===== src/rtl/cpu_step_sequencer.sv =====
// cpu_step_sequencer
//   Per-instruction phase sequencer for the multi-cycle CPU datapath. Issues
//   fetch, memory, register-write and PC-update enables. Supports free-run and
//   single-step execution, stalls on switch (MMIO) reads until the user presses
//   confirm, and parks in a terminal HALT state on ecall/halt.
//
//   state     | meaning
//   ----------+---------------------------------------------------------------
//   STEP_WAIT | idle between instructions, waiting for run or a step edge (7)
//   FETCH     | instruction fetch, if_en high (0)
//   DECODE    | decoder outputs valid, io/halt flags captured (1)
//   EXEC      | execute; choose HALT, IO_WAIT or MEM (2)
//   MEM       | data-memory access, mem_en high (3)
//   WB        | register write + PC update, count retires (4)
//   IO_WAIT   | stalled on a switch read until a confirm edge (5)
//   HALT      | terminal; only rst leaves (6)
//
// Ports
//   clk, rst        system clock, synchronous active-high reset
//   run             1 = free-run, 0 = single-step
//   step            debounced step button level
//   io_read         current instruction reads the switch MMIO (valid in DECODE)
//   halt_req        current instruction is ecall/halt (valid in DECODE)
//   io_confirm      debounced confirm button level
//   if_en, mem_en, reg_we_en, pc_en   phase enables
//   phase           current state encoding
//   waiting_io      high in IO_WAIT
//   halted          high in HALT
//   instr_count     retired-instruction count (wraps silently)

module cpu_step_sequencer #(
    parameter int COUNT_WIDTH = 32
) (
    input  logic                   clk,
    input  logic                   rst,
    input  logic                   run,
    input  logic                   step,
    input  logic                   io_read,
    input  logic                   halt_req,
    input  logic                   io_confirm,
    output logic                   if_en,
    output logic                   mem_en,
    output logic                   reg_we_en,
    output logic                   pc_en,
    output logic [2:0]             phase,
    output logic                   waiting_io,
    output logic                   halted,
    output logic [COUNT_WIDTH-1:0] instr_count
);

    typedef enum logic [2:0] {
        S_FETCH     = 3'd0,
        S_DECODE    = 3'd1,
        S_EXEC      = 3'd2,
        S_MEM       = 3'd3,
        S_WB        = 3'd4,
        S_IO_WAIT   = 3'd5,
        S_HALT      = 3'd6,
        S_STEP_WAIT = 3'd7
    } state_t;

    state_t state;
    state_t state_nxt;
    logic   step_q;
    logic   confirm_q;
    logic   io_flag;
    logic   halt_flag;
    logic   step_rise;
    logic   confirm_rise;

    assign step_rise    = step & ~step_q;
    assign confirm_rise = io_confirm & ~confirm_q;

    always_comb begin
        state_nxt = state;
        case (state)
            S_STEP_WAIT: if (run || step_rise) state_nxt = S_FETCH;
            S_FETCH:     state_nxt = S_DECODE;
            S_DECODE:    state_nxt = S_EXEC;
            S_EXEC: begin
                // halt takes priority over a simultaneous switch read
                if (halt_flag)    state_nxt = S_HALT;
                else if (io_flag) state_nxt = S_IO_WAIT;
                else              state_nxt = S_MEM;
            end
            S_IO_WAIT:   if (confirm_rise) state_nxt = S_MEM;
            S_MEM:       state_nxt = S_WB;
            S_WB:        state_nxt = run ? S_FETCH : S_STEP_WAIT;
            S_HALT:      state_nxt = S_HALT;
            default:     state_nxt = S_STEP_WAIT;
        endcase
    end

    // Outputs are registered decodes of the next state, so they line up
    // cycle-for-cycle with the state register.
    always_ff @(posedge clk) begin
        if (rst) begin
            state       <= S_STEP_WAIT;
            // reset to 1 so a button held through reset yields no edge
            step_q      <= 1'b1;
            confirm_q   <= 1'b1;
            io_flag     <= 1'b0;
            halt_flag   <= 1'b0;
            instr_count <= '0;
            if_en       <= 1'b0;
            mem_en      <= 1'b0;
            reg_we_en   <= 1'b0;
            pc_en       <= 1'b0;
            waiting_io  <= 1'b0;
            halted      <= 1'b0;
            phase       <= S_STEP_WAIT;
        end else begin
            state     <= state_nxt;
            step_q    <= step;
            confirm_q <= io_confirm;
            if (state == S_DECODE) begin
                io_flag   <= io_read;
                halt_flag <= halt_req;
            end else if (state == S_FETCH) begin
                io_flag   <= 1'b0;
                halt_flag <= 1'b0;
            end
            if (state == S_WB) instr_count <= instr_count + COUNT_WIDTH'(1);
            if_en      <= (state_nxt == S_FETCH);
            mem_en     <= (state_nxt == S_MEM);
            reg_we_en  <= (state_nxt == S_WB);
            pc_en      <= (state_nxt == S_WB);
            waiting_io <= (state_nxt == S_IO_WAIT);
            halted     <= (state_nxt == S_HALT);
            phase      <= state_nxt;
        end
    end

endmodule


===== config.mk =====
export PLATFORM = sky130hd
export DESIGN_NAME = cpu_step_sequencer
export DESIGN_NICKNAME = d
export VERILOG_FILES = /design/src/rtl/cpu_step_sequencer.sv
export SDC_FILE = /design/constraint.sdc
export NUM_CORES = 1
export LEC_CHECK = 0
export ABC_CLOCK_PERIOD_IN_PS = 2300
export CORE_UTILIZATION = 44
export DETAILED_ROUTE_END_ITERATION = 16
export PLACE_DENSITY = 0.79
export RECOVER_POWER = 50
export SKIP_CTS_REPAIR_TIMING = 1
export SYNTH_ARGS = -nofsm -noshare
export SYNTH_HDL_FRONTEND = slang
export SYNTH_SLANG_ARGS = --single-unit

===== constraint.sdc =====
create_clock -name clk -period 2.3 [get_ports clk]
set_input_delay 0.46 -clock clk [delete_from_list [all_inputs] [get_ports clk]]
set_output_delay 0.46 -clock clk [all_outputs]
set_load 0.05 [all_outputs]

==> results.md, run 1 <==
* Netlist cell types at 37
* Mapped Nets at 236
* Highest Clock Rate at 465 MHz
* Final setup TNS at 0 ps
* Crit-path leading delay family: buffers and inverters
* Final ANT Viol Nets at 0
* Crit-path max FO at 13
* Syn avg cell area at 8.75 um^2
* Clk_lat worst skew at 290 ps
* First-pass GRT wire length at 7310 um
* CP Class: reg2out
* Seq/Total Area, Yosys at 44.2%
* Largest cells by area after synthesis: dfxtp_1, a21oi_1, or4_1
* Die Y at 69.3 um
* CP Cell Sequence: buf_4 -> clkdlybuf4s50_1
* Max incr delay on CP at 820 ps
* Routability cong. at 0.889
* DP HPWL at 3030 um
* Top cell type by total area after synthesis: dfxtp_1
* H-tree Lvls at 2
* Die extent in x at 69.3 um
* Slew HR at 62.8%
* Site Rows at 24
* Max-Cap Viols at 0
* IO Pins at 48
* Yosys reg bits at 44
* Max-slew violation count at 0
* Crit path buf inv count at 2
* Run status: complete, no violations
* Multi-input gate area at 0.00103 mm^2
* Clock sinks at 44
* Leakage Power at 0.879 nW
* Vias per inst at 5.60
* Final WL at 4280 um
* Layout net count at 285
* Final setup fails at 0
* Post-Syn Area at 0.00199 mm^2
* Diode count at 0
* Overflow after GRT at 0
* Drt pass-1 iters at 4
* Synth-to-Final Area Change at 31.7%
* Initial core utilization at 45.8%
* Core Area at 0.00435 mm^2
* Part of the cycle the worst path needs at 93.5%
* Slowest-stage cell, CP: clkdlybuf4s50_1
* Vias in the first global route at 1,585
* DR WL/cell at 13.0 um
* Reg area at 883 um^2
* Crit path arrival time at 1690 ps
* Antenna violations before repair at 0
* Largest net degree at the start of global routing at 24
* Critical Path RT at 1840 ps
* Most common cell in the netlist: dfxtp_1
* Main synth FF type: dfxtp_1
* CTS root buf: clkbuf_8
* Clock transition at path regs at 80 ps
* Clock Skews at 9.69 ps
* Top cells by count, synth: dfxtp_1, a21oi_1, o21ai_0
* Minimum clock period at 2150 ps
* Share of layout cells above drive strength 1 at 7.19%
* Peak supply drop at 0.000512 V
* Post-layout util at 60.3%
* CTS tree: yes
* # DRC at 0
* Filler cells at 391
* DP Cell Count at 322
* RSZ-0062 raised after global routing: false
* Post-route insts no fill at 330
* Overall die area at 0.00481 mm^2
* Critical Path Start Type: flip-flop
* EDFF count, synth at 0
* Routed vias at 1,848
* Num CTS Buffers at 5
* Setup crit end kind: output pin
* Syn Inst Count at 228
* Post-synth ARST share at 0%
* Initial DRC count at 94
* Power Dens Cells at 711 mW/mm^2
* Synthesis warning total at 0
* Gr usage total at 18.4%
* CTS Buffer Depth at 2
* Worst Hold Class: reg2reg
* Number of hold violations in the final report at 0
* Slew @ Worst Pin at 552 ps
* Buffers on Ports at 47
* Yosys top cell area share at 44.2%
power by group:
part           internal [mW]  switching, mW
sequential             0.804         0.0233
combinational          0.160          0.302
clock                  0.322          0.255
total                   1.29          0.580
cells by family (layout without fill, tap and decap cells):
| family | after synthesis | in the layout | share of synthesized area, % |
|---|---|---|---|
| buf+inv | 19 | 69 | 4.08 |
| compound gates | 55 | 55 | 16.1 |
| flops | 44 | 44 | 44.2 |
| xor+xnor | 10 | 10 | 4.39 |
| simple gates | 98 | 98 | 30.2 |
| mux | 1 | 1 | 0.502 |
| fa+ha+maj | 1 | 1 | 0.627 |
layout by cell type, fill, tap and decap left out, types with 6 or more instances in the layout:
cell type	instances
dfxtp_1	42
clkdlybuf4s50_1	39
a21oi_1	22
o21ai_0	15
nand2_1	13
nor2_1	13
nand3_1	10
o31ai_1	10
or4_1	10
or3_1	10
dlygate4sd3_1	8
and3_1	6
nand4_1	6
nor3_1	6
inv_1	6
area by class of cell:
cell class / instances / area share (%)
multi-input combinational: 165 / 39.3
sequential: 44 / 33.6
timing repair buffer: 55 / 19.7
clock buffer: 6 / 2.76
tap: 52 / 2.48
clock inverter: 2 / 1.33
inverter: 6 / 0.858
path summary, 6_finish.rpt:
kind / from / end / slack, ps / cells past startpoint
min: io_flag / io_flag / 500 / 2
min reg2reg: io_flag / io_flag / 500 / 2
max reg2reg: instr_count[0] / instr_count[28] / 260 / 5
max: state[2] / phase[2] / 150 / 2
through the flow:
| stage | worst slack (ps) | hold WS (ps) | total power [mW] | area [um^2] |
|---|---|---|---|---|
| 2_1_floorplan | 1.21 | 463 | 1.18 | 2000 |
| 3_3_place_gp | 244 | 469 | 1.32 | 2530 |
| 3_5_place_dp | 195 | 478 | 1.32 | 2530 |
| 4_1_cts | 135 | 504 | 1.90 | 2640 |
| 5_1_grt | 72.1 | 530 | 1.95 | 2630 |
| 6_report | 149 | 499 | 1.87 | 2630 |
metal layers:
metal | track usage, % | wire (um)
met1 | 24.5 | 2050
met2 | 29.4 | 1970
met3 | 5.23 | 243
met4 | 4.76 | 17
met5 | 0 | 0
worst reg2reg max path, stage by stage (launching register included):
cell and delay (ps):
dfxtp_1 410, ha_1 220, nand4bb_4 160, or4_4 510, or4_1 520, a21oi_1 150
registers in the layout (all words and copies together) (netlist names):
name / count
io_flag: 1
step_q: 1
state: 3
confirm_q: 1
mem_en: 1
halted: 1
pc_en: 1
halt_flag: 1
instr_count: 32
waiting_io: 1
if_en: 1
No activity file was read; power rests on OpenSTA's default activity.
==> run 2: changes to the inputs <==
--- a/config.mk
+++ b/config.mk
@@ -5,10 +5,10 @@
 export SDC_FILE = /design/constraint.sdc
 export NUM_CORES = 1
 export LEC_CHECK = 0
-export ABC_CLOCK_PERIOD_IN_PS = 2300
+export ABC_AREA = 1
 export CORE_UTILIZATION = 44
 export DETAILED_ROUTE_END_ITERATION = 16
-export PLACE_DENSITY = 0.79
+export PLACE_DENSITY = 0.77
 export RECOVER_POWER = 50
 export SKIP_CTS_REPAIR_TIMING = 1
 export SYNTH_ARGS = -nofsm -noshare
==> run 2 against run 1 <==
Net effect: register-to-register slack about the same; wire length is 20% higher; sequential power shrank 0.7%; die area up 17%; clock power down 21%; hold slack got worse by 3.0 ps; count of clock-buffer cells in the layout unchanged; synthesized cell count rose by 57%; critical endpoint is now phase[1]; largest cell class unchanged; largest power group unchanged.
==> results.md, run 2 <==
* Run status: complete, no violations
* Syn Inst Count at 358 (+57%)
* Routability cong. at 0.904 (+1.8%)
* First-pass GRT wire length at 8630 um (+18%)
* WP depth at 1 (-1)
* Leakage Power at 1.14 nW (+30%)
* CTS root buf: clkbuf_8
* CTS tree: yes
* Main synth FF type: dfxtp_1
* Buffers on Ports at 47 (unchanged)
* Mapped Nets at 366 (+55%)
* EDFF count, synth at 0 (unchanged)
* Most flops, register: instr_count
* Yosys top cell area share at 37.6% (-6.5 points)
* Netlist cell types at 25 (-32%)
* Crit-path leading delay family: buffers and inverters
* Clock transition at path regs at 80 ps (about the same)
* Layout net count at 417 (+46%)
* Max incr delay on CP at 860 ps (+40 ps)
* CTS Buffer Depth at 2 (unchanged)
* Max-slew violation count at 0 (unchanged)
* Routed vias at 2,316 (+25%)
* Part of the cycle the worst path needs at 91.8% (-1.8 points)
* Worst R2R Path Depth at 8 (+3)
* Vias per inst at 4.84 (-14%)
* Critical Path Start Type: flip-flop
* Reg2reg start: state[2]
* Share of layout cells above drive strength 1 at 6.11% (-1.1 points)
* # DRC at 0 (unchanged)
* Total power at 1.60 mW (-14%)
* Top cell type by total area after synthesis: dfxtp_1
* CP Capture Point: phase[1]
* Crit path buf inv count at 1 (-1)
* Gr usage total at 19.8% (+1.3 points)
* Final setup TNS at 0 ps (unchanged)
* Diode count at 0 (unchanged)
* Die extent in x at 74.9 um (+8.1%)
* Commonest non-fill, non-tap cells in the layout: nand2_1, nor2_1, inv_1, dfxtp_1, clkdlybuf4s50_1
* Clock Skews at 5.02 ps (-4.67 ps)
* DP HPWL at 3940 um (+30%)
* Peak supply drop at 0.000376 V (-27%)
* Initial core utilization at 45.8% (about the same)
* Site Rows at 26 (+8.3%)
* Slew @ Worst Pin at 825 ps (+273 ps)
* Core Area at 0.00511 mm^2 (+17%)
* Worst Hold Class: reg2reg
* Vias in the first global route at 2,007 (+27%)
* Setup crit end kind: output pin
* CP Class: reg2out
* Final WL at 5150 um (+20%)
* Largest cells by area after synthesis: dfxtp_1, nand2_1, nor2_1
* Seq/Total Area, Yosys at 37.6% (-6.5 points)
* IO Pins at 48 (unchanged)
* Highest Clock Rate at 474 MHz (+1.9%)
* Critical Path RT at 1840 ps (about the same)
* Syn avg cell area at 6.54 um^2 (-25%)
* Overflow after GRT at 0 (unchanged)
* Drt pass-1 iters at 4 (unchanged)
* Largest registers: instr_count x32, state x3
* Antenna violations before repair at 0 (unchanged)
* Minimum clock period at 2110 ps (-40.8 ps)
* CP Cell Sequence: clkdlybuf4s50_1
* Clock sinks at 44 (unchanged)
* Final ANT Viol Nets at 0 (unchanged)
* Synthesis warning total at 0 (unchanged)
* Final setup fails at 0 (unchanged)
* Slowest-stage cell, CP: clkdlybuf4s50_1
* Overall die area at 0.00562 mm^2 (+17%)
* Number of hold violations in the final report at 0 (unchanged)
* Crit path launch: state[1]
* Max-Cap Viols at 0 (unchanged)
* Most common cell in the netlist: nand2_1
* Yosys reg bits at 44 (unchanged)
* Clk_lat worst skew at 290 ps (about the same)
* DR WL/cell at 10.7 um (-17%)
* RSZ-0062 raised after global routing: false
* Num CTS Buffers at 5 (unchanged)
* Top cells by count, synth: nand2_1, nor2_1, inv_1
* Initial DRC count at 140 (+49%)
* Largest net degree at the start of global routing at 18 (-25%)
* Max reg flops at 32 (unchanged)
* Synth-to-Final Area Change at 24.8%
* Commonest non-fill, non-tap cell in the layout: nand2_1
* Reg2reg setup slack at 270 ps (about the same)
* H-tree Lvls at 2 (unchanged)
* Die Y at 74.9 um (+8.1%)
* Crit path arrival time at 1650 ps (-40 ps)
* Crit-path max FO at 6 (-7)
* Slew HR at 45.0% (-18 points)
* Post-Syn Area at 0.00234 mm^2 (+17%)
* Reg2Reg Capture Point: instr_count[23]
* Post-synth ARST share at 0% (unchanged)
* Power Dens Cells at 548 mW/mm^2 (-23%)
## run 2: cell types whose count changed after synthesis, moves of 5 or more
| cell | delta |
|---|---|
| nand2_1 | +75 |
| nor2_1 | +50 |
| inv_1 | +49 |
| nand3_1 | +20 |
| or4_1 | -11 |
| o31ai_1 | -10 |
| or3_1 | -10 |
| nor2_4 | +7 |
| a21oi_1 | -6 |
| and3_1 | -6 |
| clkbuf_1 | -5 |
| nand2_2 | +5 |
| xnor2_1 | -5 |
## run 2: area by class of cell
class	count	area [um^2]
repair buffers	50	485
inverters	57	214
well taps	70	87.6
flip-flops and latches	44	881
clock buffers	6	72.6
clock inverters	1	5.00
multi-input cells	251	1180
fillers	489	2190
## run 2: kinds of logic (layout without fill, tap and decap cells)
kind of cell             count (synthesis)  count (layout)  share of synthesized area [%]
buffers and inverters                   63             114                           10.7
flip-flops                              44              44                           37.6
AO/OA/AOI/OAI                           29              29                           6.31
XOR/XNOR                                 4               4                           1.50
adder cells (fa/ha/maj)                  1               1                          0.534
AND/OR/NAND/NOR                        217             217                           43.3
## run 2: power by group
group	switching (mW)	leakage, nW	internal [mW]	total [mW]
Combinational	0.221	0.746	0.100	0.321
Sequential	0.0297	0.357	0.792	0.821
Clock	0.252	0.0410	0.207	0.459
Total	0.502	1.14	1.10	1.60
## run 2: worst min-delay path by stage
stage	endpoint	cells past startpoint	startpoint
2_1_floorplan	io_flag	2	io_flag
3_3_place_gp	io_flag	2	io_flag
3_5_place_dp	io_flag	2	io_flag
4_1_cts	io_flag	2	io_flag
5_1_grt	io_flag	2	io_flag
6_report	io_flag	2	io_flag
## run 2: metrics by stage
stage | instances | hold slack (ps) | util (%) | instance area [um^2] | setup slack (ps)
final | 479 | 496 | 57.2 | 2920 | 189
after global routing | 479 | 522 | 57.2 | 2920 | 110
after CTS | 479 | 498 | 58.2 | 2970 | 185
after detailed placement | 472 | 487 | 56.7 | 2900 | 471
after global placement | 472 | 470 | 56.7 | 2900 | 529
after floorplan | 358 | 457 | - | 2340 | 507
## run 2: worst reg2reg max path, stage by stage, from the launching register on
cell	delay [ps]
dfxtp_1	490
nand2_1	140
nor2_4	270
clkbuf_1	270
nand2_1	120
nor2_2	330
nand4_1	160
nand2_1	100
nor2_1	40
## run 2: metal layers
| layer | part of all wire (%) | up-vias | GRT usage (%) |
|---|---|---|---|
| li1 | - | 1212 | - |
| met1 | 47 | 1031 | 25.1 |
| met2 | 46 | 63 | 34.3 |
| met3 | 4.8 | 10 | 2.95 |
| met4 | 1.7 | 0 | 6.50 |
| met5 | 0 | - | 0 |
